**src/rtl/vend_controller_pkg.sv**
```systemverilog
// rtl/vend_controller_pkg.sv - shared state encodings, coin values and sizing for the vending controller
package vend_controller_pkg;

  localparam int CREDIT_W   = 7;
  localparam int PRICE      = 15;
  localparam int MAX_CREDIT = 60;

  typedef enum logic [1:0] {
    ST_IDLE   = 2'd0,
    ST_CREDIT = 2'd1,
    ST_VEND   = 2'd2,
    ST_CHANGE = 2'd3
  } state_e;

  // Coin values in 5-cent units, one bit wider than credit so the ceiling compare cannot wrap
  localparam logic [CREDIT_W:0] COIN_5C  = (CREDIT_W+1)'(1);
  localparam logic [CREDIT_W:0] COIN_10C = (CREDIT_W+1)'(2);
  localparam logic [CREDIT_W:0] COIN_25C = (CREDIT_W+1)'(5);
  localparam logic [CREDIT_W:0] COIN_1D  = (CREDIT_W+1)'(20);

  function automatic logic [CREDIT_W:0] coin_value(input logic [1:0] code);
    case (code)
      2'b00:   return COIN_5C;
      2'b01:   return COIN_10C;
      2'b10:   return COIN_25C;
      default: return COIN_1D;
    endcase
  endfunction

endpackage

```
**src/rtl/vend_controller_tick_edge.sv**
```systemverilog
// rtl/vend_controller_tick_edge.sv - rising-edge detector for one timer tick, with a blanking input
module vend_controller_tick_edge (
  input  logic clk,
  input  logic rst,
  input  logic tick,
  input  logic blank,
  output logic tick_rise
);

  logic prev_q;
  logic prev_d;

  always_comb begin
    prev_d = tick;
  end

  always_ff @(posedge clk or posedge rst) begin
    if (rst) prev_q <= 1'b0;
    else     prev_q <= prev_d;
  end

  // History keeps tracking while blanked so a level held across the blank window is not seen later
  assign tick_rise = tick & ~prev_q & ~blank;

endmodule

```
**src/rtl/vend_controller.sv**
```systemverilog
// rtl/vend_controller.sv - vending-machine control FSM driving and consuming time_generator ticks
module vend_controller
  import vend_controller_pkg::*;
(
  input  logic                clk,
  input  logic                rst,
  input  logic                coin_valid,
  input  logic [1:0]          coin_type,
  input  logic                select,
  input  logic                cancel,
  input  logic                half_second,
  input  logic                three_seconds,
  input  logic                five_seconds,
  output logic                tmr_en,
  output logic                tmr_set,
  output logic [CREDIT_W-1:0] credit,
  output logic                dispense,
  output logic                change_pulse,
  output logic                coin_reject,
  output logic                busy
);

  state_e              state_q, state_d;
  logic [CREDIT_W-1:0] credit_q, credit_d;
  logic                tmr_en_q, tmr_en_d;
  logic                tmr_set_q, tmr_set_d;
  logic                set_dly_q, set_dly_d;
  logic                dispense_q, dispense_d;
  logic                change_pulse_q, change_pulse_d;
  logic                coin_reject_q, coin_reject_d;
  logic                busy_q, busy_d;

  logic                half_rise, three_rise, five_rise;
  logic                blank;
  logic [CREDIT_W:0]   sum;
  logic                coin_taken;

  // The timer clears one cycle after tmr_set, so ticks are ignored for two cycles
  assign blank = tmr_set_q | set_dly_q;

  vend_controller_tick_edge u_half (
    .clk(clk), .rst(rst), .tick(half_second), .blank(blank), .tick_rise(half_rise)
  );
  vend_controller_tick_edge u_three (
    .clk(clk), .rst(rst), .tick(three_seconds), .blank(blank), .tick_rise(three_rise)
  );
  vend_controller_tick_edge u_five (
    .clk(clk), .rst(rst), .tick(five_seconds), .blank(blank), .tick_rise(five_rise)
  );

  always_comb begin
    state_d        = state_q;
    credit_d       = credit_q;
    change_pulse_d = 1'b0;
    coin_reject_d  = 1'b0;
    coin_taken     = 1'b0;
    sum            = {1'b0, credit_q} + coin_value(coin_type);

    case (state_q)
      ST_IDLE: begin
        if (coin_valid) begin
          credit_d = sum[CREDIT_W-1:0];
          state_d  = ST_CREDIT;
        end
      end
      ST_CREDIT: begin
        if (cancel) begin
          coin_reject_d = coin_valid;
          state_d       = ST_CHANGE;
        end else begin
          if (coin_valid) begin
            if (sum <= (CREDIT_W+1)'(MAX_CREDIT)) begin
              credit_d   = sum[CREDIT_W-1:0];
              coin_taken = 1'b1;
            end else begin
              coin_reject_d = 1'b1;
            end
          end
          // Select is judged on the credit before any same-cycle coin
          if (select && (credit_q >= CREDIT_W'(PRICE))) begin
            credit_d = credit_d - CREDIT_W'(PRICE);
            state_d  = ST_VEND;
          end else if (five_rise && !coin_valid) begin
            state_d = ST_CHANGE;
          end
        end
      end
      ST_VEND: begin
        coin_reject_d = coin_valid;
        if (three_rise) state_d = (credit_q != '0) ? ST_CHANGE : ST_IDLE;
      end
      default: begin
        coin_reject_d = coin_valid;
        if (credit_q == '0) begin
          state_d = ST_IDLE;
        end else if (half_rise) begin
          change_pulse_d = 1'b1;
          credit_d       = credit_q - 1'b1;
          if (credit_q == CREDIT_W'(1)) state_d = ST_IDLE;
        end
      end
    endcase

    tmr_set_d  = ((state_d != state_q) && (state_d != ST_IDLE)) || coin_taken;
    tmr_en_d   = (state_d != ST_IDLE);
    dispense_d = (state_d == ST_VEND);
    busy_d     = (state_d == ST_VEND) || (state_d == ST_CHANGE);
    set_dly_d  = tmr_set_q;
  end

  always_ff @(posedge clk or posedge rst) begin
    if (rst) begin
      state_q        <= ST_IDLE;
      credit_q       <= '0;
      tmr_en_q       <= 1'b0;
      tmr_set_q      <= 1'b0;
      set_dly_q      <= 1'b0;
      dispense_q     <= 1'b0;
      change_pulse_q <= 1'b0;
      coin_reject_q  <= 1'b0;
      busy_q         <= 1'b0;
    end else begin
      state_q        <= state_d;
      credit_q       <= credit_d;
      tmr_en_q       <= tmr_en_d;
      tmr_set_q      <= tmr_set_d;
      set_dly_q      <= set_dly_d;
      dispense_q     <= dispense_d;
      change_pulse_q <= change_pulse_d;
      coin_reject_q  <= coin_reject_d;
      busy_q         <= busy_d;
    end
  end

  assign tmr_en       = tmr_en_q;
  assign tmr_set      = tmr_set_q;
  assign credit       = credit_q;
  assign dispense     = dispense_q;
  assign change_pulse = change_pulse_q;
  assign coin_reject  = coin_reject_q;
  assign busy         = busy_q;

endmodule

```
**config.mk**
```make
export PLATFORM = sky130hd
export DESIGN_NAME = vend_controller
export DESIGN_NICKNAME = d
export VERILOG_FILES = /design/src/rtl/vend_controller_pkg.sv /design/src/rtl/vend_controller_tick_edge.sv /design/src/rtl/vend_controller.sv
export SDC_FILE = /design/constraint.sdc
export NUM_CORES = 1
export LEC_CHECK = 0
export ABC_AREA = 1
export BUFFER_PORTS_ARGS = -buffer_cell sky130_fd_sc_hd__buf_2
export CORE_MARGIN = 10
export CORE_UTILIZATION = 43
export CTS_BUF_LIST = sky130_fd_sc_hd__clkbuf_2
export CTS_CLUSTER_DIAMETER = 30
export DETAILED_ROUTE_END_ITERATION = 7
export SKIP_CTS_REPAIR_TIMING = 1
export SYNTH_ARGS = -nofsm -noshare
export SYNTH_HDL_FRONTEND = slang
export SYNTH_HIERARCHICAL = 1
export SYNTH_SLANG_ARGS = --single-unit
```
**constraint.sdc**
```tcl
create_clock -name clk -period 3.2 [get_ports clk]
set_input_delay 0.64 -clock clk [delete_from_list [all_inputs] [get_ports clk]]
set_output_delay 0.64 -clock clk [all_outputs]
set_load 0.005 [all_outputs]
```
==> impl_metrics.tcl <==
set metrics [dict create \
    status "complete, no violations" \
    path_clk_slew_ns 0.18 \
    grt_pass1_wl_um 7921 \
    cts_tree "done" \
    drt.antenna.violating_nets 0 \
    die_h_um 82.47 \
    io_buffers 22 \
    die_w_um 82.47 \
    cts.sinks 18 \
    io_pins 23 \
    synth_nets 268 \
    grt-ovfl-total 0 \
    syn_area_per_cell_um2 6.766 \
    dieArea_um2 6800 \
    synth-async-reset-ratio_pct 100.0 \
    drcViolationCount 0 \
    instances_no_fill 322 \
    worst_slew_pin_slew_ns 0.5978 \
    drv_slew 0 \
    row_count 22 \
    rsz0062_at_grt "no" \
    placeableCoreArea_um2 3716 \
    holdCritPathClass "in -> async" \
    synth_top_area_share_pct 26.85 \
    wl_per_cell_um 13.84 \
    fin_worst_skew_ns 0.01372 \
    reg2reg_from "credit[1]" \
    cts.path.max_buffers 2 \
    tns_ns 0 \
    crit_path_end_kind "register" \
    gp_congestion 0.8422 \
    synth_top_cell_by_area "dfrtp_1" \
    grt_usage_pct 14.62 \
    dp_cells 319 \
    netlist_top_cells_area "dfrtp_1 (27%), nand2_1 (11%), inv_1 (11%), ha_1 (6.7%), nand3_1 (6.0%)" \
    finalSetupViolCount 0 \
    vias 1689 \
    multi_input_area_um2 1008 \
    required_ns 3.44 \
    drt_iter0_markers 186 \
    worstSetupStartpointType "input pin" \
    yosysSeqAreaShare_pct 26.85 \
    first_pass_iters 4 \
    area_growth_pct 11.71 \
    n_antenna_cell 0 \
    yosys_warnings 6 \
    root_buffer "clkbuf_2" \
    syn_area_um2 1678 \
    cp.arrival_ns 3.04 \
    grt_max_degree 16 \
    syn_inst 248 \
    synth-seq-cells 18 \
    rrSetupSlack_ns 0.42 \
    layout-drive-gt1-share_pct 21.53 \
    critPathMaxFanout 7 \
    seqCellArea_um2 451.7 \
    hold_viol_final 0 \
    num-nets-final 296 \
    initial_utilization_pct 45.15 \
    max-slew-margin-rel_pct 60.11 \
    power_leakage_nw 1.014 \
    synthFlopType "dfrtp_1" \
    ys_top_cells_by_count "nand2_1 (51), inv_1 (48), nor2_1 (24), nand3_1 (20), dfrtp_1 (18)" \
    clock.fmax_mhz 357.2 \
    synth_cell_type_count 38 \
    numCtsBuffers 3 \
    antenna_found_initial 0 \
    grt_pass1_vias 1697 \
    r2r_end "credit[4]" \
    clock_latency_ns 0.30 \
    htree_levels 1 \
    hpwl_um 3667 \
    min_period_ns 2.799 \
    synth-edff-count 0 \
    drt_wl_total_um 4455 \
    viasPerCell 5.245 \
    yosysMostFrequentCell "nand2_1" \
    irDropWorstVdd_v 0.0003868 \
    power.density_nw_per_um2 1048 \
    reg2reg_depth 20 \
    worstSetupPathType "in -> reg" \
    drv_cap 0 \
    post-route-period-util_pct 87.48 \
    nFillCells 403 \
]
==> layout by cell type, fill, tap and decap left out, types with 3 or more instances in the layout <==
master and n:
o21ai_0 8, nand3_1 20, buf_4 6, a21oi_2 3, a21oi_1 5, nor2_2 4
dfrtp_1 17, inv_1 48, clkbuf_2 3, nand2_1 51, ha_1 9, nand4_1 10
buf_2 22, nor2_1 24, nor3_1 3, nand2_2 11
==> metal layers <==
layer | share of wire (%) | GRT usage, % | vias to the layer above
met3 | 5.3 | 1.836 | 8
li1 | - | - | 863
met5 | 0 | 0 | -
met4 | 1.7 | 5.442 | 0
met1 | 46 | 18.81 | 773
met2 | 47 | 24.34 | 45
==> stage by stage <==
step | setup slack [ns] | area, µm² | utilization [%] | power [mW] | hold slack, ns
floorplan | 0.3087 | 1678 | - | 1.490 | 0.3687
global placement | 0.08641 | 1858 | 50.00 | 1.873 | 0.3789
detailed placement | 0.05695 | 1858 | 50.00 | 1.875 | 0.3787
CTS | 0.3414 | 1873 | 50.40 | 1.974 | 0.1609
global route | 0.07227 | 1874 | 50.44 | 2.220 | 0.1411
finish | 0.4006 | 1874 | 50.44 | 1.964 | 0.1592
==> report_power, final <==
group	internal (mW)	switching, mW
sequential	0.319	0.111
combinational	0.532	0.906
clock	0.0256	0.0697
total	0.877	1.09
==> flip-flops by register name, indices dropped and copies added (netlist names) <==
name	count
u_half/prev_q	1
dispense	1
change_pulse	1
busy	1
set_dly_q	1
u_three/prev_q	1
credit	7
tmr_set	1
state_q	1
tmr_en	1
u_five/prev_q	1
coin_reject	1
==> worst max-delay path, cell delays in order <==
cell and delay [ns]:
buf_2 0.10, inv_1 0.06, ha_1 0.16, inv_1 0.05, fa_1 0.37, inv_1 0.09
nand2_1 0.09, nand2_1 0.09, nand2_1 0.05, nand2_1 0.05, nand2_1 0.07, nor2_1 0.13
nand2_2 0.13, nand3_4 0.09, nand2_1 0.05, nand2_1 0.08, inv_1 0.06, ha_1 0.23
nand2_2 0.11, nand2_1 0.06, nand2_1 0.07, nand3_2 0.07, a21oi_2 0.11
==> worst max path at each step <==
stage | startpoint | to | slack [ns] | depth (start not counted)
global route | credit[1] | credit[4] | 0.07 | 20
global placement | coin_type[1] | credit[1] | 0.09 | 19
finish | coin_type[0] | credit[4] | 0.40 | 23
CTS | credit[1] | credit[1] | 0.34 | 17
detailed placement | coin_type[0] | credit[1] | 0.06 | 20
floorplan | coin_type[0] | credit[1] | 0.31 | 19
==> cell type report <==
class                      count  share of cell area, %
clock buffer                   3                 0.8011
multi-input combinational    176                  53.81
inverter                      49                  9.813
timing repair buffer          28                  8.278
tap                           48                  3.204
sequential                    18                  24.10
==> cell families (layout without fill, tap and decap cells) <==
family | after synthesis | after routing | share of synthesized area, %
adders and majority gates | 10 | 10 | 7.905
AOI/OAI and AO/OA | 35 | 35 | 14.47
buffers and inverters | 54 | 80 | 13.05
DFF | 18 | 18 | 26.85
and+or+nand+nor | 131 | 131 | 37.73
No activity file was read; power rests on OpenSTA's default activity.
